<file path="src/rtl/oflow_fe_multi_if.sv">
// Beat-level handshake and data bus for the multi-lane bbox front end.
// The slave view belongs to the block; the master view belongs to whatever feeds and drains it.
interface oflow_fe_multi_if #(
  parameter int NUM_LANES = 4,
  parameter int COORD_W   = 11,
  parameter int DIM_W     = 8,
  parameter int COLOR_W   = 24
);
  localparam int BBOX_W = 2*COORD_W + 2*DIM_W + 2*COLOR_W;

  logic                            in_valid;
  logic                            in_ready;
  logic                            frame_end;
  logic [NUM_LANES*BBOX_W-1:0]     bbox_in;
  logic [NUM_LANES-1:0]            lane_en;

  logic                            out_valid;
  logic                            out_ready;
  logic [NUM_LANES*4*COORD_W-1:0]  position_concate;
  logic [NUM_LANES*2*COORD_W-1:0]  cm_concate;
  logic [NUM_LANES*DIM_W-1:0]      width;
  logic [NUM_LANES*DIM_W-1:0]      height;
  logic [NUM_LANES*COLOR_W-1:0]    color1;
  logic [NUM_LANES*COLOR_W-1:0]    color2;
  logic [NUM_LANES-1:0]            lane_valid;
  logic [NUM_LANES-1:0]            sat_flag;

  modport slave (
    input  in_valid, frame_end, bbox_in, lane_en, out_ready,
    output in_ready, out_valid, position_concate, cm_concate, width, height,
           color1, color2, lane_valid, sat_flag
  );

  modport master (
    output in_valid, frame_end, bbox_in, lane_en, out_ready,
    input  in_ready, out_valid, position_concate, cm_concate, width, height,
           color1, color2, lane_valid, sat_flag
  );
endinterface

</file>
<file path="src/rtl/oflow_fe_multi.sv">
// Multi-lane bbox front end: corner/centre computation with clipping, two-stage
// pipeline into an output FIFO, framed by a small start/drain/done FSM.
module oflow_fe_lane #(
  parameter  int COORD_W = 11,
  parameter  int DIM_W   = 8,
  parameter  int COLOR_W = 24,
  localparam int BBOX_W  = 2*COORD_W + 2*DIM_W + 2*COLOR_W,
  localparam int RES_W   = 6*COORD_W + 2*DIM_W + 2*COLOR_W + 2
) (
  input  logic [BBOX_W-1:0] bbox,
  input  logic              en,
  output logic [RES_W-1:0]  res
);
  logic [COORD_W-1:0] x_tl, y_tl, x_br, y_br, x_cm, y_cm;
  logic [DIM_W-1:0]   w, h;
  logic [COLOR_W-1:0] c1, c2;
  logic [COORD_W:0]   x_sum, y_sum;

  assign {x_tl, y_tl, w, h, c1, c2} = bbox;
  assign x_sum = {1'b0, x_tl} + (COORD_W+1)'(w);
  assign y_sum = {1'b0, y_tl} + (COORD_W+1)'(h);
  // Carry out of the coordinate range means the corner fell off the frame: clip.
  assign x_br  = x_sum[COORD_W] ? '1 : x_sum[COORD_W-1:0];
  assign y_br  = y_sum[COORD_W] ? '1 : y_sum[COORD_W-1:0];
  assign x_cm  = COORD_W'(({1'b0, x_tl} + {1'b0, x_br}) >> 1);
  assign y_cm  = COORD_W'(({1'b0, y_tl} + {1'b0, y_br}) >> 1);

  assign res = en ? {x_tl, y_tl, x_br, y_br, x_cm, y_cm, w, h, c1, c2, 1'b1,
                     x_sum[COORD_W] | y_sum[COORD_W]} : '0;
endmodule

module oflow_fe_multi #(
  parameter int NUM_LANES  = 4,
  parameter int COORD_W    = 11,
  parameter int DIM_W      = 8,
  parameter int COLOR_W    = 24,
  parameter int FIFO_DEPTH = 4
) (
  input  logic                 clk,
  input  logic                 reset_N,
  input  logic                 start_fe,
  output logic                 done_fe,
  output logic [15:0]          obj_count,
  oflow_fe_multi_if.slave      bus
);
  localparam int BBOX_W = 2*COORD_W + 2*DIM_W + 2*COLOR_W;
  localparam int RES_W  = 6*COORD_W + 2*DIM_W + 2*COLOR_W + 2;
  localparam int AW     = $clog2(FIFO_DEPTH);
  localparam int PCW    = $clog2(NUM_LANES + 1);
  localparam int STAGES = 1;
  localparam logic [AW:0] DEPTH_C = (AW+1)'(FIFO_DEPTH);

  typedef enum logic [1:0] {IDLE, RUN, DRAIN, DONE} state_t;
  state_t state;

  logic [STAGES:0]                    vld_pipe;
  logic [STAGES:1]                    vld_q;
  logic [NUM_LANES-1:0][BBOX_W-1:0]   s1_bbox;
  logic [NUM_LANES-1:0]               s1_en;
  logic [NUM_LANES-1:0][RES_W-1:0]    s2_res, head;
  logic [NUM_LANES-1:0][RES_W-1:0]    mem [FIFO_DEPTH];
  logic [AW-1:0]                      wptr, rptr;
  logic [AW:0]                        count, count_nxt, occ;
  logic                               accept, push, pop;
  logic [PCW-1:0]                     pc;
  logic [16:0]                        cnt_sum;

  // Beats in S1 are already committed to a FIFO slot, so they count against space.
  assign occ          = count + (AW+1)'(vld_q[1]);
  assign bus.in_ready = (state == RUN) && (occ < DEPTH_C);
  assign accept       = bus.in_valid && bus.in_ready;
  assign vld_pipe     = {vld_q, accept};
  assign push         = vld_pipe[STAGES];
  assign bus.out_valid = (count != '0);
  assign pop          = bus.out_valid && bus.out_ready;
  assign count_nxt    = count + (AW+1)'(push) - (AW+1)'(pop);

  always_comb begin
    pc = '0;
    for (int i = 0; i < NUM_LANES; i++) pc = pc + PCW'(bus.lane_en[i]);
  end
  assign cnt_sum = {1'b0, obj_count} + 17'(pc);

  always_ff @(posedge clk or negedge reset_N) begin
    if (!reset_N) begin
      state     <= IDLE;
      done_fe   <= 1'b0;
      obj_count <= '0;
    end else begin
      done_fe <= 1'b0;
      case (state)
        IDLE: if (start_fe) begin
          state     <= RUN;
          obj_count <= '0;
        end
        RUN: begin
          if (accept) obj_count <= cnt_sum[16] ? 16'hFFFF : cnt_sum[15:0];
          if (accept && bus.frame_end) state <= DRAIN;
        end
        // Leave as the last beat pops so done_fe lands the cycle after it.
        DRAIN: if (!vld_q[1] && count_nxt == '0) begin
          state   <= DONE;
          done_fe <= 1'b1;
        end
        DONE:    state <= IDLE;
        default: state <= IDLE;
      endcase
    end
  end

  always_ff @(posedge clk or negedge reset_N) begin
    if (!reset_N) begin
      vld_q <= '0;
      wptr  <= '0;
      rptr  <= '0;
      count <= '0;
    end else begin
      vld_q <= vld_pipe[STAGES-1:0];
      count <= count_nxt;
      if (push) wptr <= wptr + 1'b1;
      if (pop)  rptr <= rptr + 1'b1;
    end
  end

  always_ff @(posedge clk) begin
    if (accept) begin
      s1_bbox <= bus.bbox_in;
      s1_en   <= bus.lane_en;
    end
    if (push) mem[wptr] <= s2_res;
  end

  assign head = bus.out_valid ? mem[rptr] : '0;

  for (genvar i = 0; i < NUM_LANES; i++) begin : g_lane
    oflow_fe_lane #(.COORD_W(COORD_W), .DIM_W(DIM_W), .COLOR_W(COLOR_W)) u_lane (
      .bbox (s1_bbox[i]),
      .en   (s1_en[i]),
      .res  (s2_res[i])
    );
    assign {bus.position_concate[i*4*COORD_W +: 4*COORD_W],
            bus.cm_concate[i*2*COORD_W +: 2*COORD_W],
            bus.width[i*DIM_W +: DIM_W], bus.height[i*DIM_W +: DIM_W],
            bus.color1[i*COLOR_W +: COLOR_W], bus.color2[i*COLOR_W +: COLOR_W],
            bus.lane_valid[i], bus.sat_flag[i]} = head[i];
  end
endmodule
</file>
<file path="src/flat_wrapper.sv">
// flat-port wrapper written by rule: the top's interface ports become plain ports
module oflow_fe_multi_flat 
#(
  parameter int NUM_LANES  = 4,
  parameter int COORD_W    = 11,
  parameter int DIM_W      = 8,
  parameter int COLOR_W    = 24,
  parameter int FIFO_DEPTH = 4
)
  (clk, reset_N, start_fe, done_fe, obj_count, bus_in_valid, bus_frame_end, bus_bbox_in, bus_lane_en, bus_out_ready, bus_in_ready, bus_out_valid, bus_position_concate, bus_cm_concate, bus_width, bus_height, bus_color1, bus_color2, bus_lane_valid, bus_sat_flag);
  oflow_fe_multi_if #(.NUM_LANES(NUM_LANES), .COORD_W(COORD_W), .DIM_W(DIM_W), .COLOR_W(COLOR_W)) bus_i ();
  input  logic clk;
  input  logic reset_N;
  input  logic start_fe;
  output logic done_fe;
  output logic [15:0] obj_count;
  input wire logic [$bits(bus_i.in_valid)-1:0] bus_in_valid;
  input wire logic [$bits(bus_i.frame_end)-1:0] bus_frame_end;
  input wire logic [$bits(bus_i.bbox_in)-1:0] bus_bbox_in;
  input wire logic [$bits(bus_i.lane_en)-1:0] bus_lane_en;
  input wire logic [$bits(bus_i.out_ready)-1:0] bus_out_ready;
  output wire logic [$bits(bus_i.in_ready)-1:0] bus_in_ready;
  output wire logic [$bits(bus_i.out_valid)-1:0] bus_out_valid;
  output wire logic [$bits(bus_i.position_concate)-1:0] bus_position_concate;
  output wire logic [$bits(bus_i.cm_concate)-1:0] bus_cm_concate;
  output wire logic [$bits(bus_i.width)-1:0] bus_width;
  output wire logic [$bits(bus_i.height)-1:0] bus_height;
  output wire logic [$bits(bus_i.color1)-1:0] bus_color1;
  output wire logic [$bits(bus_i.color2)-1:0] bus_color2;
  output wire logic [$bits(bus_i.lane_valid)-1:0] bus_lane_valid;
  output wire logic [$bits(bus_i.sat_flag)-1:0] bus_sat_flag;
  assign bus_i.in_valid = bus_in_valid;
  assign bus_i.frame_end = bus_frame_end;
  assign bus_i.bbox_in = bus_bbox_in;
  assign bus_i.lane_en = bus_lane_en;
  assign bus_i.out_ready = bus_out_ready;
  assign bus_in_ready = bus_i.in_ready;
  assign bus_out_valid = bus_i.out_valid;
  assign bus_position_concate = bus_i.position_concate;
  assign bus_cm_concate = bus_i.cm_concate;
  assign bus_width = bus_i.width;
  assign bus_height = bus_i.height;
  assign bus_color1 = bus_i.color1;
  assign bus_color2 = bus_i.color2;
  assign bus_lane_valid = bus_i.lane_valid;
  assign bus_sat_flag = bus_i.sat_flag;
  oflow_fe_multi #(.NUM_LANES(NUM_LANES), .COORD_W(COORD_W), .DIM_W(DIM_W), .COLOR_W(COLOR_W), .FIFO_DEPTH(FIFO_DEPTH)) u_core (.clk(clk), .reset_N(reset_N), .start_fe(start_fe), .done_fe(done_fe), .obj_count(obj_count), .bus(bus_i));
endmodule
</file>
<file path="config.mk">
export PLATFORM = sky130hd
export DESIGN_NAME = oflow_fe_multi_flat
export DESIGN_NICKNAME = d
export VERILOG_FILES = /design/src/rtl/oflow_fe_multi_if.sv /design/src/rtl/oflow_fe_multi.sv /design/src/flat_wrapper.sv
export SDC_FILE = /design/constraint.sdc
export NUM_CORES = 2
export LEC_CHECK = 0
export CAP_MARGIN = 20
export CELL_PAD_IN_SITES_DETAIL_PLACEMENT = 1
export CELL_PAD_IN_SITES_GLOBAL_PLACEMENT = 1
export CORE_MARGIN = 8
export CORE_UTILIZATION = 45
export DETAILED_ROUTE_END_ITERATION = 10
export MAX_ROUTING_LAYER = met4
export PLACE_DENSITY_LB_ADDON = 0.1
export SYNTH_ARGS = -nofsm -noshare
export SYNTH_HDL_FRONTEND = slang
export SYNTH_SLANG_ARGS = --single-unit
</file>
<file path="constraint.sdc">
create_clock -name clk -period 17.8 [get_ports clk]
set_clock_uncertainty 0.1 [all_clocks]
set_input_delay 2.67 -clock clk [delete_from_list [all_inputs] [get_ports clk]]
set_output_delay 2.67 -clock clk [all_outputs]
set_load 0.01 [all_outputs]
</file>
# [Yosys cells after proc, flatten, opt, wreduce, memory -nomap -nowiden]
# Memories as Yosys holds them, arrays and structs flattened.
# Cells that the tools add are included.
[word_totals] register_bits=375 memories=1 wordCells=86 ram_bits=2112 output_inout_bits=547 inputBits=354
[mem_list] name="u_core.mem" depth=4 width=528 rd=1 rd_clocked_by_memory_dff=0 write_ports=1 line_no="oflow_fe_multi.sv:61" source="logic [NUM_LANES-1:0][RES_W-1:0] mem [FIFO_DEPTH];"
[classes] eq_ne=7 add_sub_neg=24 n_reduce_logical=12 muxes=25 n_lt_le_gt_ge=1 bitwise=4
[op_table] cell="$mux 132" count=4
[op_table] cell="$mux 528" count=1
[op_table] cell="$add 11x11->12" count=8
[op_table] cell="$add 11x8->12" count=8
[op_table] cell="$mux 11" count=8
[op_table] cell="$mux 16" count=3
[op_table] cell="$pmux 16 s2" count=1
[op_table] cell="$add 16x3->17" count=1
[op_table] cell="$add 3x1->3" count=3
[op_table] cell="$pmux 2 s4" count=1
[op_table] cell="$mux 2" count=3
[op_table] cell="$reduce_and 3->1" count=2
[op_table] cell="$logic_and 1x1->1" count=5
[op_table] cell="$add 2x1->2 const B" count=2
[op_table] cell="$eq 2x2->1 const B" count=2
[op_table] cell="$mux 1" count=4
[op_table] cell="$ne 2x1->1 const B" count=2
[op_table] cell="$ne 2x2->1 const B" count=2
[op_table] cell="$or 1x1->1" count=4
[op_table] cell="$logic_not 3->1" count=1
[op_table] cell="$lt 3x3->1 const B" count=1
[op_table] cell="$reduce_bool 3->1" count=1
[op_table] cell="$sub 3x1->3" count=1
[op_table] cell="$add 1x1->2" count=1
[op_table] cell="other kinds (4)" count=4

# [Depth between registers and ports, before layout]
[depth] depth_word=7 depth_mapped=17 ltp_nobuf=17

# [By module]
# From an unflattened synthesis, not the netlist that was laid out.
[hier_totals] cells_unflattened=5444 area_unflattened_um2=102295.6
[by_module_without_submodules] mod="oflow_fe_multi" seq_area_each_um2=74546.5 n_inst=1 area_each_um2=91438.9 cells_each=3860
[by_module_without_submodules] mod="oflow_fe_lane (u_core.g_lane[2].u_lane)" seq_area_each_um2=0.0 n_inst=1 area_each_um2=2783.9 cells_each=413
[by_module_without_submodules] mod="oflow_fe_lane (u_core.g_lane[0].u_lane)" seq_area_each_um2=0.0 n_inst=1 area_each_um2=2735.1 cells_each=402
[by_module_without_submodules] mod="oflow_fe_lane (u_core.g_lane[1].u_lane)" seq_area_each_um2=0.0 n_inst=1 area_each_um2=2677.6 cells_each=386
[by_module_without_submodules] mod="oflow_fe_lane (u_core.g_lane[3].u_lane)" seq_area_each_um2=0.0 n_inst=1 area_each_um2=2660.1 cells_each=383

# [Worst setup path after synthesis]
# OpenSTA, ideal clock, no wires.
[synth_timing] path_kind="register to register" from="register u_core.wptr[0]" to="memory u_core.mem[2][0] (netlist name) (enable)" stages_incl_launch_ff=4 setup_slack_ns=4.232 setup_ns=0.962 arrival_time_ns=12.505 synth_period_minus_slack_ns=13.568 n_path_buf=0 cell_sequence="dfrtp_1 > inv_1 > ha_1 > and2_1"
[synth_lines] element="start: declaration" line_no="oflow_fe_multi.sv:62" source="logic [AW-1:0] wptr, rptr;"
[synth_lines] element="start signal: assignment" line_no="oflow_fe_multi.sv:120" source="if (push) wptr <= wptr + 1'b1;"
[synth_lines] element="end: declaration" line_no="oflow_fe_multi.sv:61"
# No word-level cell before the write port.

# [Worst setup path after layout]
[layout_timing] from="register u_core.rptr[0]" to="output bus_position_concate[103]"
[layout_via] elab_chain_len=2
[layout_lines] element="start: declaration" line_no="oflow_fe_multi.sv:62"
[layout_lines] element="start signal: assignment" line_no="oflow_fe_multi.sv:121" source="if (pop) rptr <= rptr + 1'b1;"
[layout_lines] element="$mem_v2 4x528"
[layout_lines] element="$mux 528" line_no="oflow_fe_multi.sv:133" source="assign head = bus.out_valid ? mem[rptr] : '0;"
[layout_lines] element="end: declaration" line_no="flat_wrapper.sv:24" source="output wire logic [$bits(bus_i.position_concate)-1:0] bus_position_concate;"
# Every way passes these cells.

==> results.toml <==
[floorplan]
rows = 175
io-pin-count = 901
dieArea_um2 = 242000
die_h_um = 492
die_w_um = 492
initial_core_util_pct = 45.1
core_um2 = 226000

[grt]
grt_pass1_wl_um = 405000
grtUsageTotal_pct = 23.3
grt-ovfl-total = 0
grt_pass1_vias = 57400
grt_start_max_net_pins = 144
antenna_found_initial = 65

[clock_tree]
cts_setup_buffers = 0
cts_sinks = 2487
clk_latency_ns = 0.90
cts_resized = 0
htreeDepth = 5
hold_buffers = 0
ctsLongestPathBuffers = 4
cts_root_buf = "clkbuf_16"
cts_tree = "done"
cts_made_buffers = 288
clk_pin_slew_ns = 0.06

[sta]
rsz0062_at_grt = "false"
slew_viol_final = 0
worst_pin_slew_ns = 1.13
max_slew_margin_pct = 24.5
setup_viol = 0
finalHoldViolations = 0
whs_ns = 0.430
fin_crit_sh_pct = 47.2
max_freq_ghz = 0.119
finalSetupTns_ns = 0
period_needed_ns = 8.40

[yosys]
ys_top_cells_by_area = "edfxtp_1 (72%), mux4_2 (12%), and2_1 (6.0%)"
synthFlopType = "edfxtp_1"
synth_edf_count = 2460
synth-seq-area-share_pct = 73.0
synthTopCellsByCount = "edfxtp_1 (2,460), and2_1 (972), mux4_2 (528)"
yosys_warnings = 0
ys_ff_latch = 2487
synth_nets = 5995
synth_area_um2 = 102000
synth_top_cell_area_share_pct = 72.4
yosysTopAreaCell = "edfxtp_1"
ys_types = 80
syn_area_per_cell_um2 = 18.7
async_flop_share_pct = 1.09
yosys.cell_count.top_type = "edfxtp_1"
synthCells = 5454

[layout]
finalInstanceArea_um2 = 123000
nNetsFinal = 7011
drive_gt1_share_pct = 15.3
area_growth_pct = 20.8

[placed_design]
place_congestion = 0.814
io_buffer_count = 900
hpwl_um = 183000
detailed_place.area_um2 = 115000

[routing]
vias = 54100
drc = 0
wire_per_inst_um = 28.9
via_per_inst = 5.57
firstDrtPassIters = 5
drtIter0Drc = 4350
wirelength_um = 281000
drtAntennaViolNets = 0

[setup_path]
startpoint_type = "register"
cp_cell_sequence = "buf_4 -> buf_4 -> buf_4 -> mux4_2 -> and2_1 -> clkdlybuf4s50_1"
critical_path_class = "register to output pin"
critPathMaxStageDelay_ns = 0.92
worst-path-max-fanout = 41
cp_top_family = "buffers and inverters"
slowest_stage = "dfrtp_4"
path_common_cell = "buf_4"
arrival_ns = 5.63
critPathRequiredTime_ns = 15.03
crit_buf_inv = 4
endpoint_kind = "output pin"

[job]
maxCapViolations = 0

[power]
powerDensity_nw_per_um2 = 162
ir_drop_v = 0.000120
p_leak_nw = 40.9

[worst_hold_path]
hp-class = "register to register"

[status]
outcome = "finished clean"
==> per-layer routing <==
metal / vias up / track usage (%) / part of all wire [%]
li1: 23400 / - / -
met1: 28600 / 30.9 / 43
met2: 1701 / 36.8 / 48
met3: 383 / 5.30 / 6.7
met4: 0 / 5.97 / 2.6
met5: - / - / 0
==> through the flow <==
| stage | setup WS [ns] | instances | power [mW] | utilization (%) |
|---|---|---|---|---|
| detailed placement | 10.12 | 9188 | 14.7 | 50.6 |
| floorplan | 4.23 | 5454 | 11.5 | - |
| finish | 9.40 | 9713 | 20.0 | 54.5 |
| global placement | 10.11 | 9187 | 14.6 | 50.6 |
| global route | 8.87 | 9711 | 20.8 | 54.5 |
| CTS | 9.11 | 9680 | 20.3 | 54.4 |
==> cell families (layout without fill, tap and decap cells) <==
family	Yosys count	count (layout)	share of synthesized area, %
xor+xnor	96	96	0.831
mux	546	546	11.8
flops	2487	2487	73.0
compound gates	404	404	2.58
other cells	0	32	0
fa+ha+maj	187	187	2.42
buf+inv	310	1528	1.22
simple gates	1424	1424	8.09
==> state kept, by name (all words and copies together), names as in the netlist <==
register,flops
u_core.mem,2112
u_core.s1_bbox,344
u_core.obj_count,16
u_core.s1_en,4
u_core.count,3
u_core.rptr,2
u_core.state,2
u_core.wptr,2
u_core.done_fe,1
u_core.push,1
==> cells in the final DEF (no fill, tap or decap), types with 23 or more instances in the layout <==
cell,instances
nor2b_1,37
buf_4,60
nor2_1,127
a31oi_1,28
o21a_1,27
inv_1,64
a21oi_1,107
edfxtp_1,2460
nand2b_1,23
and2_1,968
ha_1,169
xnor2_1,48
a21o_1,51
nand2_1,122
clkinv_1,53
nand3_1,49
xor2_1,47
dfrtp_1,25
clkbuf_16,294
o21ai_0,78
clkdlybuf4s50_1,900
mux4_2,528
diode_2,32
clkbuf_1,68
clkinv_2,41
==> worst register-to-register path: cells and delay by family (launching register included) <==
kind	cells	cell delay (ns)
simple gates	1	0.86
flops	1	0.64
buf+inv	4	3.65
==> path summary, 6_finish.rpt <==
path                                      from                   endpoint  slack (ns)  depth (start not counted)
max                             u_core.rptr[0]  bus_position_concate[103]        9.40                          6
min                        u_core.obj_count[0]        u_core.obj_count[0]        0.43                          2
max reg2reg                        u_core.push         u_core.mem[0][420]       12.12                          5
min reg2reg                u_core.obj_count[0]        u_core.obj_count[0]        0.43                          2
max in group asynchronous              reset_N             u_core.rptr[1]       15.15                          2
min in group asynchronous              reset_N             u_core.done_fe        2.09                          2
==> area by class of cell <==
class	instances	area [µm²]
multi-input combinational	2657	26300
antenna	32	80.1
sequential	2487	74600
fill	20300	103000
inverter	65	244
tap	3009	3760
clock buffer	363	7630
timing repair buffer	971	9670
clock inverter	129	1080
==> power by group <==
part / total, mW / switching [mW] / internal (mW)
combinational: 7.16 / 3.76 / 3.40
sequential: 7.32 / 0.197 / 7.13
clock: 5.53 / 2.26 / 3.27
total: 20.0 / 6.22 / 13.8
Power figures use the tool's default switching activity.
